<file path="config.mk">
export PLATFORM = sky130hd
export DESIGN_NAME = cnn_tile_ctrl
export DESIGN_NICKNAME = d
export VERILOG_FILES = /design/src/rtl/cnn_tile_ctrl.sv
export SDC_FILE = /design/constraint.sdc
export NUM_CORES = 1
export LEC_CHECK = 0
export BUFFER_PORTS_ARGS = -buffer_cell sky130_fd_sc_hd__buf_2
export CAP_MARGIN = 20
export CORE_MARGIN = 4
export CORE_UTILIZATION = 50
export CTS_BUF_LIST = sky130_fd_sc_hd__clkbuf_4
export DETAILED_ROUTE_END_ITERATION = 8
export PLACE_DENSITY = 0.76
export SYNTH_ARGS = -nofsm -noshare
export SYNTH_HDL_FRONTEND = slang
export SYNTH_SLANG_ARGS = --single-unit
</file>
<file path="constraint.sdc">
create_clock -name clk -period 6.83 [get_ports clk]
set_clock_uncertainty 0.1 [all_clocks]
set_input_delay 0.3415 -clock clk [delete_from_list [all_inputs] [get_ports clk]]
set_output_delay 0.3415 -clock clk [all_outputs]
set_load 0.1 [all_outputs]
</file>
<file path="src/rtl/cnn_tile_ctrl.sv">
// CNN layer sequencer: walks col, input-channel tile, row, output tile and
// paces each row through sync phases gated on filter/IFM buffer readiness.
module cnn_tile_ctrl #(
  parameter int W_SIZE       = 10,
  parameter int W_CHANNEL    = 8,
  parameter int W_OTILE      = 6,
  parameter int W_FRAME_SIZE = 24,
  parameter int W_DELAY      = 12,
  parameter int N_PESYNC     = 2,
  parameter int IFM_BUF_CNT  = 4,
  parameter int W_IFM_BUF    = 2
) (
  input  logic                    clk,
  input  logic                    rst,
  input  logic                    q_start,
  input  logic [W_SIZE-1:0]       q_width,
  input  logic [W_SIZE-1:0]       q_height,
  input  logic [W_CHANNEL-1:0]    q_channel,
  input  logic [W_OTILE-1:0]      q_otiles,
  input  logic [IFM_BUF_CNT-1:0]  q_ifm_buf_done,
  input  logic                    q_filter_buf_done,
  input  logic                    i_stall,
  output logic                    o_busy,
  output logic                    o_cfg_err,
  output logic                    o_vsync_run,
  output logic                    o_hsync_run,
  output logic                    o_pesync_run,
  output logic                    o_data_run,
  output logic [W_DELAY-1:0]      o_sync_cnt,
  output logic                    o_fire,
  output logic [W_SIZE-1:0]       o_row,
  output logic [W_SIZE-1:0]       o_col,
  output logic [W_CHANNEL-1:0]    o_chn,
  output logic [W_OTILE-1:0]      o_otile,
  output logic                    o_is_first_row,
  output logic                    o_is_last_row,
  output logic                    o_is_first_col,
  output logic                    o_is_last_col,
  output logic                    o_is_last_chn,
  output logic [W_FRAME_SIZE-1:0] o_data_count,
  output logic                    o_end_tile,
  output logic                    o_end_frame
);

  localparam logic [2:0] S_IDLE   = 3'd0;
  localparam logic [2:0] S_VSYNC  = 3'd1;
  localparam logic [2:0] S_HSYNC  = 3'd2;
  localparam logic [2:0] S_PESYNC = 3'd3;
  localparam logic [2:0] S_DATA   = 3'd4;

  localparam bit               HAS_PESYNC  = (N_PESYNC != 0);
  localparam logic [W_DELAY-1:0] PESYNC_LAST = W_DELAY'((N_PESYNC > 0) ? N_PESYNC - 1 : 0);

  logic [2:0]              state_q, state_d;
  logic [W_SIZE-1:0]       row_q, row_d;
  logic [W_SIZE-1:0]       col_q, col_d;
  logic [W_CHANNEL-1:0]    chn_q, chn_d;
  logic [W_OTILE-1:0]      otile_q, otile_d;
  logic [W_FRAME_SIZE-1:0] data_count_q, data_count_d;
  logic [W_DELAY-1:0]      sync_cnt_q, sync_cnt_d;

  logic                    busy;
  logic                    cfg_ok;
  logic                    first_row, last_row, first_col, last_col, last_chn, last_otile;
  logic [W_IFM_BUF-1:0]    ifm_idx;
  logic                    rows_ok;
  logic                    fire;
  logic                    beat_last_row;
  logic                    in_sync;

  always_comb begin
    busy       = (state_q != S_IDLE);
    cfg_ok     = (|q_width) & (|q_height) & (|q_channel) & (|q_otiles);
    first_row  = (row_q == '0);
    last_row   = (row_q == q_height - W_SIZE'(1));
    first_col  = (col_q == '0);
    last_col   = (col_q == q_width - W_SIZE'(1));
    last_chn   = (chn_q == q_channel - W_CHANNEL'(1));
    last_otile = (otile_q == q_otiles - W_OTILE'(1));
    // Next row's ring slot must be filled unless this is the last row; the
    // first row additionally needs slot 0.
    ifm_idx    = row_q[W_IFM_BUF-1:0] + W_IFM_BUF'(1);
    rows_ok    = (last_row | q_ifm_buf_done[ifm_idx]) & (~first_row | q_ifm_buf_done[0]);
    fire       = (state_q == S_DATA) & ~i_stall;
    beat_last_row = last_col & last_chn & last_row;
    in_sync    = (state_q == S_VSYNC) | (state_q == S_HSYNC) | (state_q == S_PESYNC);
  end

  always_comb begin
    state_d      = state_q;
    row_d        = row_q;
    col_d        = col_q;
    chn_d        = chn_q;
    otile_d      = otile_q;
    data_count_d = data_count_q;
    case (state_q)
      S_IDLE: begin
        if (q_start && cfg_ok) begin
          state_d      = S_VSYNC;
          row_d        = '0;
          col_d        = '0;
          chn_d        = '0;
          otile_d      = '0;
          data_count_d = '0;
        end
      end
      S_VSYNC: begin
        if (q_filter_buf_done) state_d = S_HSYNC;
      end
      S_HSYNC: begin
        if (rows_ok) state_d = HAS_PESYNC ? S_PESYNC : S_DATA;
      end
      S_PESYNC: begin
        if (sync_cnt_q == PESYNC_LAST) state_d = S_DATA;
      end
      S_DATA: begin
        if (fire) begin
          data_count_d = data_count_q + W_FRAME_SIZE'(1);
          if (!last_col) begin
            col_d = col_q + W_SIZE'(1);
          end else begin
            col_d = '0;
            if (!last_chn) begin
              chn_d = chn_q + W_CHANNEL'(1);
            end else begin
              chn_d = '0;
              if (!last_row) begin
                row_d   = row_q + W_SIZE'(1);
                state_d = S_HSYNC;
              end else begin
                row_d = '0;
                if (!last_otile) begin
                  otile_d = otile_q + W_OTILE'(1);
                  state_d = S_VSYNC;
                end else begin
                  otile_d = '0;
                  state_d = S_IDLE;
                end
              end
            end
          end
        end
      end
      default: state_d = S_IDLE;
    endcase

    // Phase timer restarts on any state change and saturates rather than wraps.
    if (!in_sync || (state_d != state_q)) begin
      sync_cnt_d = '0;
    end else if (&sync_cnt_q) begin
      sync_cnt_d = sync_cnt_q;
    end else begin
      sync_cnt_d = sync_cnt_q + W_DELAY'(1);
    end
  end

  always_ff @(posedge clk) begin
    if (rst) begin
      state_q      <= S_IDLE;
      row_q        <= '0;
      col_q        <= '0;
      chn_q        <= '0;
      otile_q      <= '0;
      data_count_q <= '0;
      sync_cnt_q   <= '0;
    end else begin
      state_q      <= state_d;
      row_q        <= row_d;
      col_q        <= col_d;
      chn_q        <= chn_d;
      otile_q      <= otile_d;
      data_count_q <= data_count_d;
      sync_cnt_q   <= sync_cnt_d;
    end
  end

  // Position flags are qualified by busy so an idle block drives all zeros.
  always_comb begin
    o_busy         = busy;
    o_cfg_err      = (state_q == S_IDLE) & q_start & ~cfg_ok;
    o_vsync_run    = (state_q == S_VSYNC);
    o_hsync_run    = (state_q == S_HSYNC);
    o_pesync_run   = (state_q == S_PESYNC);
    o_data_run     = (state_q == S_DATA);
    o_sync_cnt     = sync_cnt_q;
    o_fire         = fire;
    o_row          = row_q;
    o_col          = col_q;
    o_chn          = chn_q;
    o_otile        = otile_q;
    o_is_first_row = busy & first_row;
    o_is_last_row  = busy & last_row;
    o_is_first_col = busy & first_col;
    o_is_last_col  = busy & last_col;
    o_is_last_chn  = busy & last_chn;
    o_data_count   = data_count_q;
    o_end_tile     = fire & beat_last_row & ~last_otile;
    o_end_frame    = fire & beat_last_row & last_otile;
  end

endmodule

</file>
==> metrics.txt <==
final setup violation count=0; core area=0.00942 mm2; clock root buffer=clkbuf_4; CTS resizes=0; Max Transition Viols Final=0; clock slew at reported path FFs=120 ps; leakage power=2.30 nW; final WL=13800 um; Reg2Reg Launch Point=o_col[5]$_SDFFE_PP0P_; syn_nets=687; R2R Setup Slk=3710 ps; most used routing layer=met2; routed len/inst=15.7 um; CTS Hold Bufs=0; nets@finish=803; main flop type after synthesis=dfxtp_1; Initial DRC Count=334; post-DP HPWL=10400 um; worst skew pair latency=420 ps; Post-synth EDFFs=0; RSZ-0062 raised after global routing=no; ANT nets after route=0; Clock H-tree levels=3; Worst EP required=6390 ps; Synth Area per Inst=7.82 um2; flop and latch count out of synthesis=73; Post-Syn Area=0.00492 mm2; Diodes inserted=0; Setup CP Type=in -> out; met1 Resource Use GR=31.7%; outcome=finished clean; met2 GRT Util=38.4%; vias in the first global route=4704; postcts setup bufs=0; min cycle time layout=3850 ps; Yosys Warn Count=0; IR drop worst, VDD=0.000106 V; initial antenna violation count=0; Synth area leader=dfxtp_1; Die H=107 um; Slew @ Worst Pin=1070 ps; port buffer count=126; drt pass-1 iters=5; Crit path max-delay family=simple AND/OR/NAND/NOR gates; num rows=35; hold crit path type=in -> reg; crit path launch=q_height[0]; Worst setup EP type=output port; HP Start=i_stall; setup TNS=0 ps; first-pass GRT wire length=22500 um; Die ar.=0.0115 mm2; CTS Buf Count=9; CTS tree=done; Critical R2R Capture=o_row[4]$_SDFFE_PP0P_; CP Launch Type=input port; sequential element share of the synthesized area=29.7%; CP max-delay cell=or4b_2; Final period util=56.4%; hold path depth=4; share of cells above drive strength 1=21.6%; Initial Utilization=52.3%; final hold violations=0; post-layout util=62.0%; commonest cells in the netlist=dfxtp_1 (73), a21oi_1 (45), nand2_1 (44), nor2_1 (43), xnor2_1 (40); routing usage on met3=3.01%; Fillers=874; DRC Markers=0; Reg2Reg Depth=7; FFs w/ async S/R, synth=0%; Global Route Usage Sum=23.5%; max-cap violations=0; Arr. time, crit path=3410 ps; Hold Path End=o_data_count[0]$_SDFFE_PP0P_; Die Width=107 um; # IOs=127; max incr delay on CP=680 ps; critical path cell sequence=buf_2 > inv_1 > ha_1 > or4b_2 > xor2_1 > o22ai_1 > a222oi_1 > nor4_1 > nand4_1 > inv_1 > buf_2; clock buffer depth=2; CP max FO=6; CTS sink cnt=73; Area contributors post-synth=dfxtp_1 (30%), xnor2_1 (7.1%), a21oi_1 (4.6%), xor2_1 (3.9%), o21ai_0 (3.9%); Yosys cell types=64; grt total ovfl=0; Cell Pwr Density=165 mW/mm2; area share of the largest cell type after synthesis=29.7%; worst path buffer plus inverter count=4; Mapped Cells=629; cell with the most instances after synthesis=dfxtp_1; largest net degree at the start of global routing=24; Layout Area Growth over Synthesis=18.6%; Placer Congestion=0.862; Via Count=5195; Via density=5.91; Max Fclk=260 MHz; Max-slew headroom=28.5%
[tightest hold or removal path, cell delays in order]
cell and delay, ps:
buf_2 100, nor3_1 50, a21oi_1 110, nor2_1 50
[cell usage in the layout, fill, tap and decap left out, types with 6 or more instances in the layout]
master and n:
nor2b_1 7, inv_1 33, nand2b_1 6, nor3_1 19, and2_1 9, a21oi_1 45, or3_1 28, nor4_1 15
buf_2 126, a31oi_1 10, a211oi_1 7, o31ai_1 8, nand3_1 27, nor2_1 43, nor3b_1 6, dfxtp_1 73
clkbuf_4 10, nand2_1 44, and3_1 14, xor2_1 22, nand4_1 18, xnor2_1 40, ha_1 15, or4_1 9
o21ai_0 38
[flip-flops by register name (all words and copies together) (netlist names)]
register and count:
o_chn 8, o_col 10, o_data_count 24, o_otile 6, o_row 10, o_sync_cnt 12, state_q 3
[cell type report]
class | count | area (um2) | area share (%)
multi-input cells | 499 | 3250 | 55.7
flip-flops and latches | 73 | 1460 | 25.0
repair buffers | 129 | 653 | 11.2
well taps | 129 | 161 | 2.77
inverters | 33 | 124 | 2.12
clock inverters | 6 | 113 | 1.93
clock buffers | 10 | 75.1 | 1.29
[power by group]
group / switching (W) / total (W) / internal (W)
logic: 0.000124 / 0.000175 / 0.0000505
clock network: 0.000161 / 0.000353 / 0.000192
registers: 0.00000597 / 0.000435 / 0.000429
total: 0.000291 / 0.000962 / 0.000671
[metal layers]
layer | vias up | wire [um]
met4 | 0 | 283
met5 | - | 0
met1 | 2440 | 6260
met3 | 28 | 722
li1 | 2564 | -
met2 | 163 | 6500
[worst max path at each step]
stage                                to  slack (ps)  depth (start not counted)
after detailed placement     o_end_tile        3000                         11
after CTS                    o_end_tile        3000                         11
after floorplan           o_is_last_col        2050                          5
after global placement       o_end_tile        3080                         11
after global routing         o_end_tile        2670                         11
final                        o_end_tile        2980                         11
[through the flow]
stage / instances / total power [W] / worst slack [ps] / cell area, um2 / hold slack, ps
2_1_floorplan: 629 / 0.000569 / 2050 / 4920 / 451
3_3_place_gp: 863 / 0.000612 / 3080 / 5650 / 358
3_5_place_dp: 863 / 0.000617 / 3000 / 5650 / 371
4_1_cts: 879 / 0.000966 / 3000 / 5830 / 148
5_1_grt: 879 / 0.00100 / 2670 / 5830 / 163
6_report: 879 / 0.000962 / 2980 / 5830 / 174
[kinds of logic (layout without fill, tap and decap cells)]
group / count (synthesis) / after routing / synth area share (%)
AOI/OAI and AO/OA: 144 / 144 / 18.8
xor gates and xnor gates: 62 / 62 / 11.0
adders and majority gates: 15 / 15 / 3.81
buffers and inverters: 57 / 178 / 4.43
DFF: 73 / 73 / 29.7
muxes: 4 / 4 / 1.09
and+or+nand+nor: 274 / 274 / 31.1
Note: power is estimated with default switching activity, not from simulation.
